### src/rtl/rgb_led_arbiter.sv
// Round-robin owner of the board RGB LED with a minimum hold time.
// The owner's {r,g,b} duties drive an active-low PWM on LED_R/LED_G/LED_B.
module rgb_led_arbiter #(
  parameter int NUM_REQ     = 3,
  parameter int PWM_BITS    = 8,
  parameter int HOLD_CYCLES = 12000000
) (
  input  logic                            clk,
  input  logic                            rst,
  input  logic [NUM_REQ-1:0]              req,
  input  logic [NUM_REQ*3*PWM_BITS-1:0]   color,
  output logic [NUM_REQ-1:0]              grant,
  output logic                            busy,
  output logic                            LED_R,
  output logic                            LED_G,
  output logic                            LED_B
);

  localparam int IDX_W = (NUM_REQ > 1) ? $clog2(NUM_REQ) : 1;
  localparam int HC_W  = (HOLD_CYCLES > 1) ? $clog2(HOLD_CYCLES) : 1;

  typedef enum logic {IDLE, HOLD} state_t;

  state_t              state_q, state_d;
  logic [IDX_W-1:0]    last_q, last_d;
  logic [NUM_REQ-1:0]  grant_q, grant_d;
  logic [HC_W-1:0]     hold_q, hold_d;
  logic [PWM_BITS-1:0] pwm_q, pwm_d;
  logic [PWM_BITS-1:0] duty_r_q, duty_r_d;
  logic [PWM_BITS-1:0] duty_g_q, duty_g_d;
  logic [PWM_BITS-1:0] duty_b_q, duty_b_d;
  logic                led_r_q, led_r_d;
  logic                led_g_q, led_g_d;
  logic                led_b_q, led_b_d;

  logic [3*PWM_BITS-1:0] slice [NUM_REQ];

  generate
    for (genvar gi = 0; gi < NUM_REQ; gi++) begin : g_slice
      assign slice[gi] = color[gi*3*PWM_BITS +: 3*PWM_BITS];
    end
  endgenerate

  // Search runs from the largest offset down so the nearest index after
  // last wins; offset NUM_REQ lands back on last itself.
  logic             found;
  logic [IDX_W-1:0] win;
  logic [IDX_W-1:0] cand;

  always_comb begin
    found = 1'b0;
    win   = last_q;
    cand  = '0;
    for (int off = NUM_REQ; off >= 1; off--) begin
      cand = IDX_W'((int'(last_q) + off) % NUM_REQ);
      if (req[cand]) begin
        found = 1'b1;
        win   = cand;
      end
    end
  end

  logic arb_evt;

  assign arb_evt = ((state_q == IDLE) && (|req)) ||
                   ((state_q == HOLD) && ((hold_q == '0) || !req[last_q]));

  always_comb begin
    state_d  = state_q;
    last_d   = last_q;
    grant_d  = grant_q;
    hold_d   = hold_q;
    pwm_d    = pwm_q + 1'b1;
    duty_r_d = duty_r_q;
    duty_g_d = duty_g_q;
    duty_b_d = duty_b_q;

    if (arb_evt) begin
      if (found) begin
        state_d  = HOLD;
        grant_d  = NUM_REQ'(1) << win;
        last_d   = win;
        hold_d   = HC_W'(HOLD_CYCLES - 1);
        pwm_d    = '0;
        {duty_r_d, duty_g_d, duty_b_d} = slice[win];
      end else begin
        state_d = IDLE;
        grant_d = '0;
        hold_d  = '0;
      end
    end else if (state_q == HOLD) begin
      if (hold_q != '0) begin
        hold_d = hold_q - 1'b1;
      end
      // Colour edits only land on a PWM period boundary.
      if (&pwm_q) begin
        {duty_r_d, duty_g_d, duty_b_d} = slice[last_q];
      end
    end

    led_r_d = ~((state_q == HOLD) && (pwm_q < duty_r_q));
    led_g_d = ~((state_q == HOLD) && (pwm_q < duty_g_q));
    led_b_d = ~((state_q == HOLD) && (pwm_q < duty_b_q));
  end

  always_ff @(posedge clk or posedge rst) begin
    if (rst) begin
      state_q  <= IDLE;
      last_q   <= IDX_W'(NUM_REQ - 1);
      grant_q  <= '0;
      hold_q   <= '0;
      pwm_q    <= '0;
      duty_r_q <= '0;
      duty_g_q <= '0;
      duty_b_q <= '0;
      led_r_q  <= 1'b1;
      led_g_q  <= 1'b1;
      led_b_q  <= 1'b1;
    end else begin
      state_q  <= state_d;
      last_q   <= last_d;
      grant_q  <= grant_d;
      hold_q   <= hold_d;
      pwm_q    <= pwm_d;
      duty_r_q <= duty_r_d;
      duty_g_q <= duty_g_d;
      duty_b_q <= duty_b_d;
      led_r_q  <= led_r_d;
      led_g_q  <= led_g_d;
      led_b_q  <= led_b_d;
    end
  end

  assign grant = grant_q;
  assign busy  = (state_q == HOLD);
  assign LED_R = led_r_q;
  assign LED_G = led_g_q;
  assign LED_B = led_b_q;

endmodule

### config.mk
export PLATFORM = sky130hd
export DESIGN_NAME = rgb_led_arbiter
export DESIGN_NICKNAME = d
export VERILOG_FILES = /design/src/rtl/rgb_led_arbiter.sv
export SDC_FILE = /design/constraint.sdc
export NUM_CORES = 1
export LEC_CHECK = 0
export CAP_MARGIN = 20
export CORE_MARGIN = 2
export CORE_UTILIZATION = 52
export CTS_CLUSTER_SIZE = 25
export DETAILED_ROUTE_END_ITERATION = 16
export GPL_TIMING_DRIVEN = 0
export PLACE_DENSITY = 0.78
export SYNTH_ARGS = -nofsm -noshare
export SYNTH_HDL_FRONTEND = slang
export SYNTH_SLANG_ARGS = --single-unit
### constraint.sdc
create_clock -name clk -period 5.9 [get_ports clk]
set_input_delay 0.885 -clock clk [delete_from_list [all_inputs] [get_ports clk]]
set_output_delay 0.885 -clock clk [all_outputs]
set_load 0.005 [all_outputs]
==> results of run 1 <==
## metal layers
layer	global-route usage	wire [um]
met3	0.0527	1080
met1	0.389	6210
met5	0	0
met4	0.133	467
met2	0.464	6950
## synth_stat cells (6+ instances only)
library cell and instances:
sky130_fd_sc_hd__o22a_1 21, sky130_fd_sc_hd__a2111oi_0 13, sky130_fd_sc_hd__a21o_1 8, sky130_fd_sc_hd__a2111oi_1 8
sky130_fd_sc_hd__buf_2 8, sky130_fd_sc_hd__nor2_1 53, sky130_fd_sc_hd__or3_1 6, sky130_fd_sc_hd__nor4_1 7
sky130_fd_sc_hd__o211ai_1 6, sky130_fd_sc_hd__o21ai_0 34, sky130_fd_sc_hd__ha_1 26, sky130_fd_sc_hd__inv_1 53
sky130_fd_sc_hd__nor3_1 10, sky130_fd_sc_hd__mux2i_1 53, sky130_fd_sc_hd__clkbuf_1 20, sky130_fd_sc_hd__a21oi_1 28
sky130_fd_sc_hd__nor2b_1 7, sky130_fd_sc_hd__nand2_1 24, sky130_fd_sc_hd__a221oi_2 21, sky130_fd_sc_hd__nand2b_1 6
sky130_fd_sc_hd__nand3_1 9, sky130_fd_sc_hd__dfrtp_1 61
## flip-flops by register name, summed over array words and instances (netlist names), 2 cells and up
register / cells
hold_q: 24
grant: 3
duty_b_q: 8
duty_g_q: 8
duty_r_q: 8
pwm_q: 8
last_q: 2
## layout make-up
cell class              instances  area [um2]  share of cell area
repair buffers                 81         821               0.131
plain buffers                  37         195              0.0312
multi-input cells             398        3020               0.482
clock buffers                  11         151              0.0242
well taps                     129         161              0.0258
clock inverters                 5        77.6              0.0124
inverters                      53         199              0.0318
flip-flops and latches         65        1630               0.261
## power breakdown
part	internal, uW	switching (uW)	total [uW]
logic	1090	1470	2560
registers	661	138	799
clock network	259	184	443
## stage by stage
| step | cells | total power, uW | instance area [um2] |
|---|---|---|---|
| floorplan | 553 | 2660 | 5040 |
| global placement | 762 | 3220 | 6010 |
| detailed placement | 763 | 3320 | 6030 |
| CTS | 779 | 3770 | 6250 |
| global route | 779 | 4080 | 6250 |
| finish | 779 | 3800 | 6250 |
## cell families (layout without fill, tap and decap cells)
logic type,Yosys count,after routing,share of synthesized area
AOI/OAI and AO/OA,171,171,0.279
and+or+nand+nor,140,140,0.136
buffers and inverters,90,187,0.0781
DFF,65,65,0.323
muxes,53,53,0.105
adders and majority gates,26,26,0.0645
xor gates and xnor gates,8,8,0.0139
## worst max-delay path, stage by stage, from the launching register on
cell and delay [ns]:
sky130_fd_sc_hd__dfstp_2 0.54, sky130_fd_sc_hd__buf_2 0.24, sky130_fd_sc_hd__buf_1 0.56, sky130_fd_sc_hd__inv_1 0.18
sky130_fd_sc_hd__ha_1 0.24, sky130_fd_sc_hd__clkbuf_1 0.21, sky130_fd_sc_hd__mux2i_1 0.17, sky130_fd_sc_hd__a22oi_1 0.28
sky130_fd_sc_hd__nor2b_1 0.17, sky130_fd_sc_hd__buf_2 0.25, sky130_fd_sc_hd__a21o_1 0.24, sky130_fd_sc_hd__clkbuf_1 0.56
sky130_fd_sc_hd__o221ai_1 0.24, sky130_fd_sc_hd__a22o_1 0.23
## cells in the final DEF, fill, tap and decap left out, drive strengths merged, types with 21 or more instances in the layout
master	count
a2111oi	21
a21oi	31
a221oi	21
clkbuf	31
clkdlybuf4s50	80
dfrtp	61
ha	26
inv	53
mux2i	53
nand2	24
nor2	54
o21ai	34
o22a	21
## how the worst max path moves through the flow
stage,from,to,cells past startpoint,slack (ns)
6_report,last_q[1],duty_b_q[0],13,1.67
5_1_grt,last_q[1],duty_b_q[0],13,1.45
4_1_cts,last_q[1],duty_b_q[0],13,1.76
3_5_place_dp,last_q[1],duty_b_q[0],13,1.80
3_3_place_gp,last_q[1],duty_b_q[0],13,1.91
2_1_floorplan,last_q[1],duty_b_q[0],13,2.86
==> impl.org, run 1 <==
** Logic synthesis
- For this run, asynchronously set or reset flops after synthesis account for 1.00.
- Proportion of synthesized chip area in sequential cells :: 0.323
- Count of synthesis-stage warnings from yosys :: 0
- The number of nets handed over by synthesis was 656.
- Unique cell type count in the Yosys netlist :: 52
- The cell area that synthesis handed to floorplanning was 5040 um2.
- Number of enable flip-flop cells after synthesis :: 0
- Fraction of synthesized cell area taken by the top area cell type :: 0.303
- The largest total area in the synthesized netlist belongs to sky130_fd_sc_hd__dfrtp_1.
- By area the synthesized netlist is led by sky130_fd_sc_hd__dfrtp_1 (30%), sky130_fd_sc_hd__mux2i_1 (11%), sky130_fd_sc_hd__ha_1 (6.5%).
- Dividing the synthesized area by the synthesized cell count gives 9.12 um2.
- Prevailing post-synth register cell :: sky130_fd_sc_hd__dfrtp_1
- Synthesis handed over a netlist of 553 instances.
- Seq cells post-synth :: 65

** Timing
- On the final layout, the worst hold slack is 0.505 ns.
- Total negative slack for setup checks :: 0 ns
- After layout, the worst setup slack is 1.67 ns.
- Counting I/O delays and the setup requirement, the final critical path takes 4.23 ns.
- Actual transition at the worst max-transition pin :: 1.12 ns
- The number of max-slew violations in the final report was 0.
- The final-report hold violation count came to 0.
- RSZ-0062 raised after global routing :: no
- Fraction of the cycle the final worst path needs :: 0.718
- Setup violations remaining at the end of the flow were counted as 0.
- Based on the critical path, the design can be clocked at up to 236 MHz.
- Clock skew on the completed layout was measured at 0.0149 ns.
- Headroom to the max-slew limit came out at 0.248.

** Global routing
- The total overflow left after global routing is 0.
- Entering global routing, the biggest net connects 36 pins.
- The via count of the first global-routing pass is 4744.
- Global-route wire length before repair :: 23.4 mm
- Global-route usage over all layers :: 0.292
- Initial antenna violation count :: 0

** Power
- Power density over the cells :: 608 nW/um2
- Leakage :: 0.00271 uW
- IR analysis of the VDD net gives a maximum drop of 344 uV.

** Die
- Die footprint :: 10500 um2
- Die Span Y :: 102 um
- Die span in x :: 102 um
- Io pins :: 84
- The initialized floorplan defines 35 standard-cell rows.
- Core Footprint :: 9330 um2
- Starting Density :: 0.541

** Worst setup path
- Critical path capture point type :: flip-flop
- Of all nets on the critical path, the largest fanout is 10.
- The critical path is of the flip-flop to flip-flop type.
- STA puts the critical path data arrival time at 4.48 ns.
- In this run the critical register-to-register path is captured at duty_b_q[0].
- For the worst flop-to-flop path, the logic depth is 13.
- The worst setup path is launched from a flip-flop.
- At the worst endpoint, the required time is 6.14 ns.
- Launch point of the worst reg-to-reg path :: last_q[1]
- Register-to-register setup slack :: 1.67 ns

** Route
- Dividing the detail-routed wire length by the instance count gives 18.9 um.
- Via count normalized by instance count :: 6.24
- Count of unresolved DRC violations after routing :: 0
- The detailed router finished its first iteration with 260 violations.
- Final wirelength :: 14.7 mm
- The first detailed-routing pass took 5 iterations.
- Summing over every cut layer, the via total after detailed routing is 4862.
- Number of nets still failing antenna checks after routing :: 0

** Finish
- Nets :: 748
- Once layout is complete, the utilization of the core stands at 0.671.
- Counting the fill cells in the layout gives 785.
- Layout overhead on the synthesized area :: 24.0%
- Number of antenna cells inserted :: 0
- Fraction of final layout cells sized beyond drive strength 1 :: 0.105

** Job
- Max cap viols :: 0

** Worst hold path
- Hold crit path type :: flip-flop to flip-flop
- The startpoint identified for the worst hold timing path is hold_q[5].
- Min-Delay Endpoint :: hold_q[5]
- Worst hold path cell count :: 1

** Clock tree
- The clock reaches the later pin of the worst-skew pair after 0.36 ns.
- Cell chosen for the clock root :: sky130_fd_sc_hd__clkbuf_8
- Maximum clock path buffer count :: 2
- TritonCTS built the clock tree.
- TritonCTS Buffers :: 9
- After clock tree synthesis, the clock-pin slew on the worst setup and hold paths is 0.08 ns.
- CTS saw 65 sinks.
- In this run the number of H-tree levels came out at 3.
- Buffers inserted during post-CTS setup optimization :: 0
- Post_cts resized :: 0
- Number of hold buffers added after cts :: 0

** Placed design
- Routability-driven placement finished with a final weighted congestion of 0.900.
- Setup slack after placement :: 1.80 ns
- In this run the tool buffered the top-level ports with 80 buffer cells.
- Once detailed placement completed, the half-perimeter wirelength came to 10.9 mm.

** Status
- The flow ran to the end, and the final reports show no timing, DRC or antenna violations.
(Power assumes the default switching activity.)
==> run 2: changes to the inputs <==
==> constraint.sdc (replaced) <==
create_clock -name clk -period 4.3 [get_ports clk]
set_input_delay 0.645 -clock clk [delete_from_list [all_inputs] [get_ports clk]]
set_output_delay 0.645 -clock clk [all_outputs]
set_load 0.005 [all_outputs]
==> impl.org, run 2 (same netlist as run 1, synthesis figures left out) <==
** Power
- The static leakage power was 0.00271 uW (about the same).
- Peak supply drop :: 470 uV (+37%)
- Power density over the cells :: 832 nW/um2 (+37%)

** Finish
- Largest reg by FF count :: hold_q
- Footprint of the flip-flops and latches :: 1630 um2 (unchanged)
- Number of antenna cells inserted :: 0 (unchanged)
- The count of placed standard cells in the final layout, fillers left out came to 779 (unchanged).
- Commonest cells after routing, fill and taps aside :: sky130_fd_sc_hd__clkdlybuf4s50_1 (80), sky130_fd_sc_hd__dfrtp_1 (61), sky130_fd_sc_hd__nor2_1 (53), sky130_fd_sc_hd__mux2i_1 (53), sky130_fd_sc_hd__inv_1 (52)
- Leaving out fill and tap cells, the most frequent cell in the layout is sky130_fd_sc_hd__clkdlybuf4s50_1.
- Core occupancy in the finished layout :: 0.671 (about the same)
- Number of fill cells :: 786 (+0.13%)
- Layout overhead on the synthesized area :: 24.0% (about the same)
- The share of layout cells above drive strength 1 came to 0.106 (+0.00154).
- Nets :: 748 (unchanged)
- The footprint of the multi-input gates is 3020 um2 (unchanged).
- The number of flip-flops in the largest register is 24 (unchanged).

** Clock tree
- The tree is rooted in a sky130_fd_sc_hd__clkbuf_8.
- Maximum clock path buffer count :: 2 (unchanged)
- CTS HTree Levels :: 3 (unchanged)
- Clock latency at the later pin of the worst-skew pair :: 0.36 ns (about the same)
- The number of buffers added by the clock tree synthesis step came to 9 (unchanged).
- The clock transition at the registers of the reported paths came to 0.08 ns (about the same).
- The count of cells resized by post-cts repair was 0 (unchanged).
- The number of setup buffers added after CTS came to 0 (unchanged).
- Sinks on the clock net :: 65 (unchanged)
- TritonCTS built the clock tree.
- The number of buffers inserted for hold repair after clock tree synthesis came to 0 (unchanged).

** Global routing
- The via count of the first global-routing pass is 4744 (unchanged).
- The first-pass GRT wire length came to 23.4 mm (unchanged).
- The total track usage was 0.292 (unchanged).
- Sum of overflow across all layers after global routing :: 0 (unchanged)
- Initial antenna violation count :: 0 (unchanged)
- The largest net degree at the start of global routing is 36 (unchanged).

** Route
- Routed vias :: 4858 (-0.082%)
- The number of iterations in the first detailed-routing pass was 5 (unchanged).
- Count of unresolved DRC violations after routing :: 0 (unchanged)
- The per-cell via count in the routed design was 6.24 (about the same).
- The sum of routed wire length over all layers is 14.6 mm (-0.53%).
- Number of design-rule violations left by the first detailed-router iteration :: 255 (-1.9%)
- Number of nets still failing antenna checks after routing :: 0 (unchanged)
- Routed length per instance :: 18.8 um (-0.53%)

** Die
- The cell row count is 35 (unchanged).
- Die Span Y :: 102 um (unchanged)
- Die span in x :: 102 um (unchanged)
- Core Footprint :: 9330 um2 (unchanged)
- The initial standard-cell utilization of the core was 0.541 (unchanged).
- Io pins :: 84 (unchanged)
- The die outline area is 10500 um2 (unchanged).

** Timing
- Period minus WS final :: 3.99 ns (-0.241 ns)
- The share of the clock period used by the worst path after layout was 0.928 (+0.211).
- The setup TNS after final layout is 0 ns (unchanged).
- The final setup violation count was 0 (unchanged).
- The slew of the pin with the lowest slew margin came to 1.12 ns (+0.00361 ns).
- Fmax :: 250 MHz (+6.0%)
- The final-layout worst hold slack came to 0.504 ns (-0.00119 ns).
- Final Hold Fails :: 0 (unchanged)
- The normalized max-slew margin is 0.246 (-0.00243).
- Final Slew Violations :: 0 (unchanged)
- The clock skew after layout was 0.0147 ns (-0.000113 ns).
- Setup repair after global routing left no endpoint under its margin.

** Worst setup path
- The number of cells on the worst reg-to-reg path came to 13 (unchanged).
- The worst-case register-to-register setup slack came to 0.31 ns (-1.36 ns).
- The worst register-to-register path begins at last_q[1].
- Critical path capture point type :: flip-flop
- The worst-path maximum fanout was 10 (unchanged).
- Setup CP Type :: flip-flop to flip-flop
- Data arrival time of the critical path :: 4.19 ns (-0.29 ns)
- The endpoint identified for the worst register-to-register timing path is duty_g_q[3].
- The worst setup path is launched from a flip-flop.
- The required time of the critical path came to 4.50 ns (-1.64 ns).

** Status
- Outcome :: finished, final reports clean

** Placed design
- The placer's final routability congestion estimate is 0.900 (unchanged).
- The sum of net half-perimeters after detailed placement was 10.9 mm (unchanged).
- The count of placed standard cells including taps was 763 (unchanged).
- Number of input and output port buffers inserted :: 80 (unchanged)

** Worst hold path
- The worst hold path belongs to the class flip-flop to flip-flop.
- For hold timing, the worst endpoint is hold_q[5].
- Worst hold path cell count :: 1 (unchanged)
- The worst hold path begins at hold_q[5].

** Job
- Max cap viols :: 0 (unchanged)
[run 2: changes by cell type in the layout (fill, tap and decap cells not counted)]
cell                       delta
sky130_fd_sc_hd__clkbuf_2     +1
sky130_fd_sc_hd__clkbuf_1     -1
[run 2: layer usage]
metal | wire [um] | global-route usage | vias up
met2 | 6920 | 0.464 | 203
met4 | 466 | 0.133 | 0
met3 | 982 | 0.0527 | 39
met1 | 6250 | 0.389 | 2369
met5 | 0 | 0 | -
li1 | - | - | 2247
[run 2: worst max-delay path, stage by stage (launching register included)]
cell and delay [ns]:
sky130_fd_sc_hd__dfstp_2 0.54, sky130_fd_sc_hd__buf_2 0.24, sky130_fd_sc_hd__buf_1 0.56, sky130_fd_sc_hd__inv_1 0.18
sky130_fd_sc_hd__ha_1 0.24, sky130_fd_sc_hd__clkbuf_1 0.21, sky130_fd_sc_hd__mux2i_1 0.17, sky130_fd_sc_hd__a22oi_1 0.28
sky130_fd_sc_hd__nor2b_1 0.17, sky130_fd_sc_hd__buf_2 0.25, sky130_fd_sc_hd__a21o_1 0.24, sky130_fd_sc_hd__clkbuf_1 0.45
sky130_fd_sc_hd__o22a_1 0.25, sky130_fd_sc_hd__a221oi_2 0.06
[run 2: cell type report]
class | count | area share
Clock inverter | 5 | 0.0124
Clock buffer | 11 | 0.0242
Sequential cell | 65 | 0.261
Tap cell | 129 | 0.0258
Timing Repair Buffer | 81 | 0.131
Buffer | 37 | 0.0314
Inverter | 53 | 0.0318
Multi-Input combinational cell | 398 | 0.482
[run 2: worst max path at each step]
stage                     startpoint     endpoint  depth (start not counted)  slack (ns)
after floorplan            last_q[1]  duty_b_q[0]                         13        1.26
after global placement     last_q[1]  duty_b_q[0]                         13        0.31
after detailed placement   last_q[1]  duty_b_q[0]                         13        0.20
after CTS                  last_q[1]  duty_b_q[0]                         13        0.16
after global routing       last_q[1]  duty_g_q[3]                         13        0.02
final                      last_q[1]  duty_g_q[3]                         13        0.31
[run 2: stage by stage]
stage / total power, uW / setup slack [ns] / instance area [um2]
5_1_grt: 5600 / 0.0235 / 6260
2_1_floorplan: 3650 / 1.26 / 5040
3_5_place_dp: 4560 / 0.196 / 6030
6_report: 5210 / 0.308 / 6260
3_3_place_gp: 4420 / 0.314 / 6010
4_1_cts: 5180 / 0.156 / 6250
[run 2: report_power, final]
group	total, uW	internal [uW]	switching [uW]
Clock	607	356	251
Combinational	3500	1500	2000
Sequential	1100	907	189
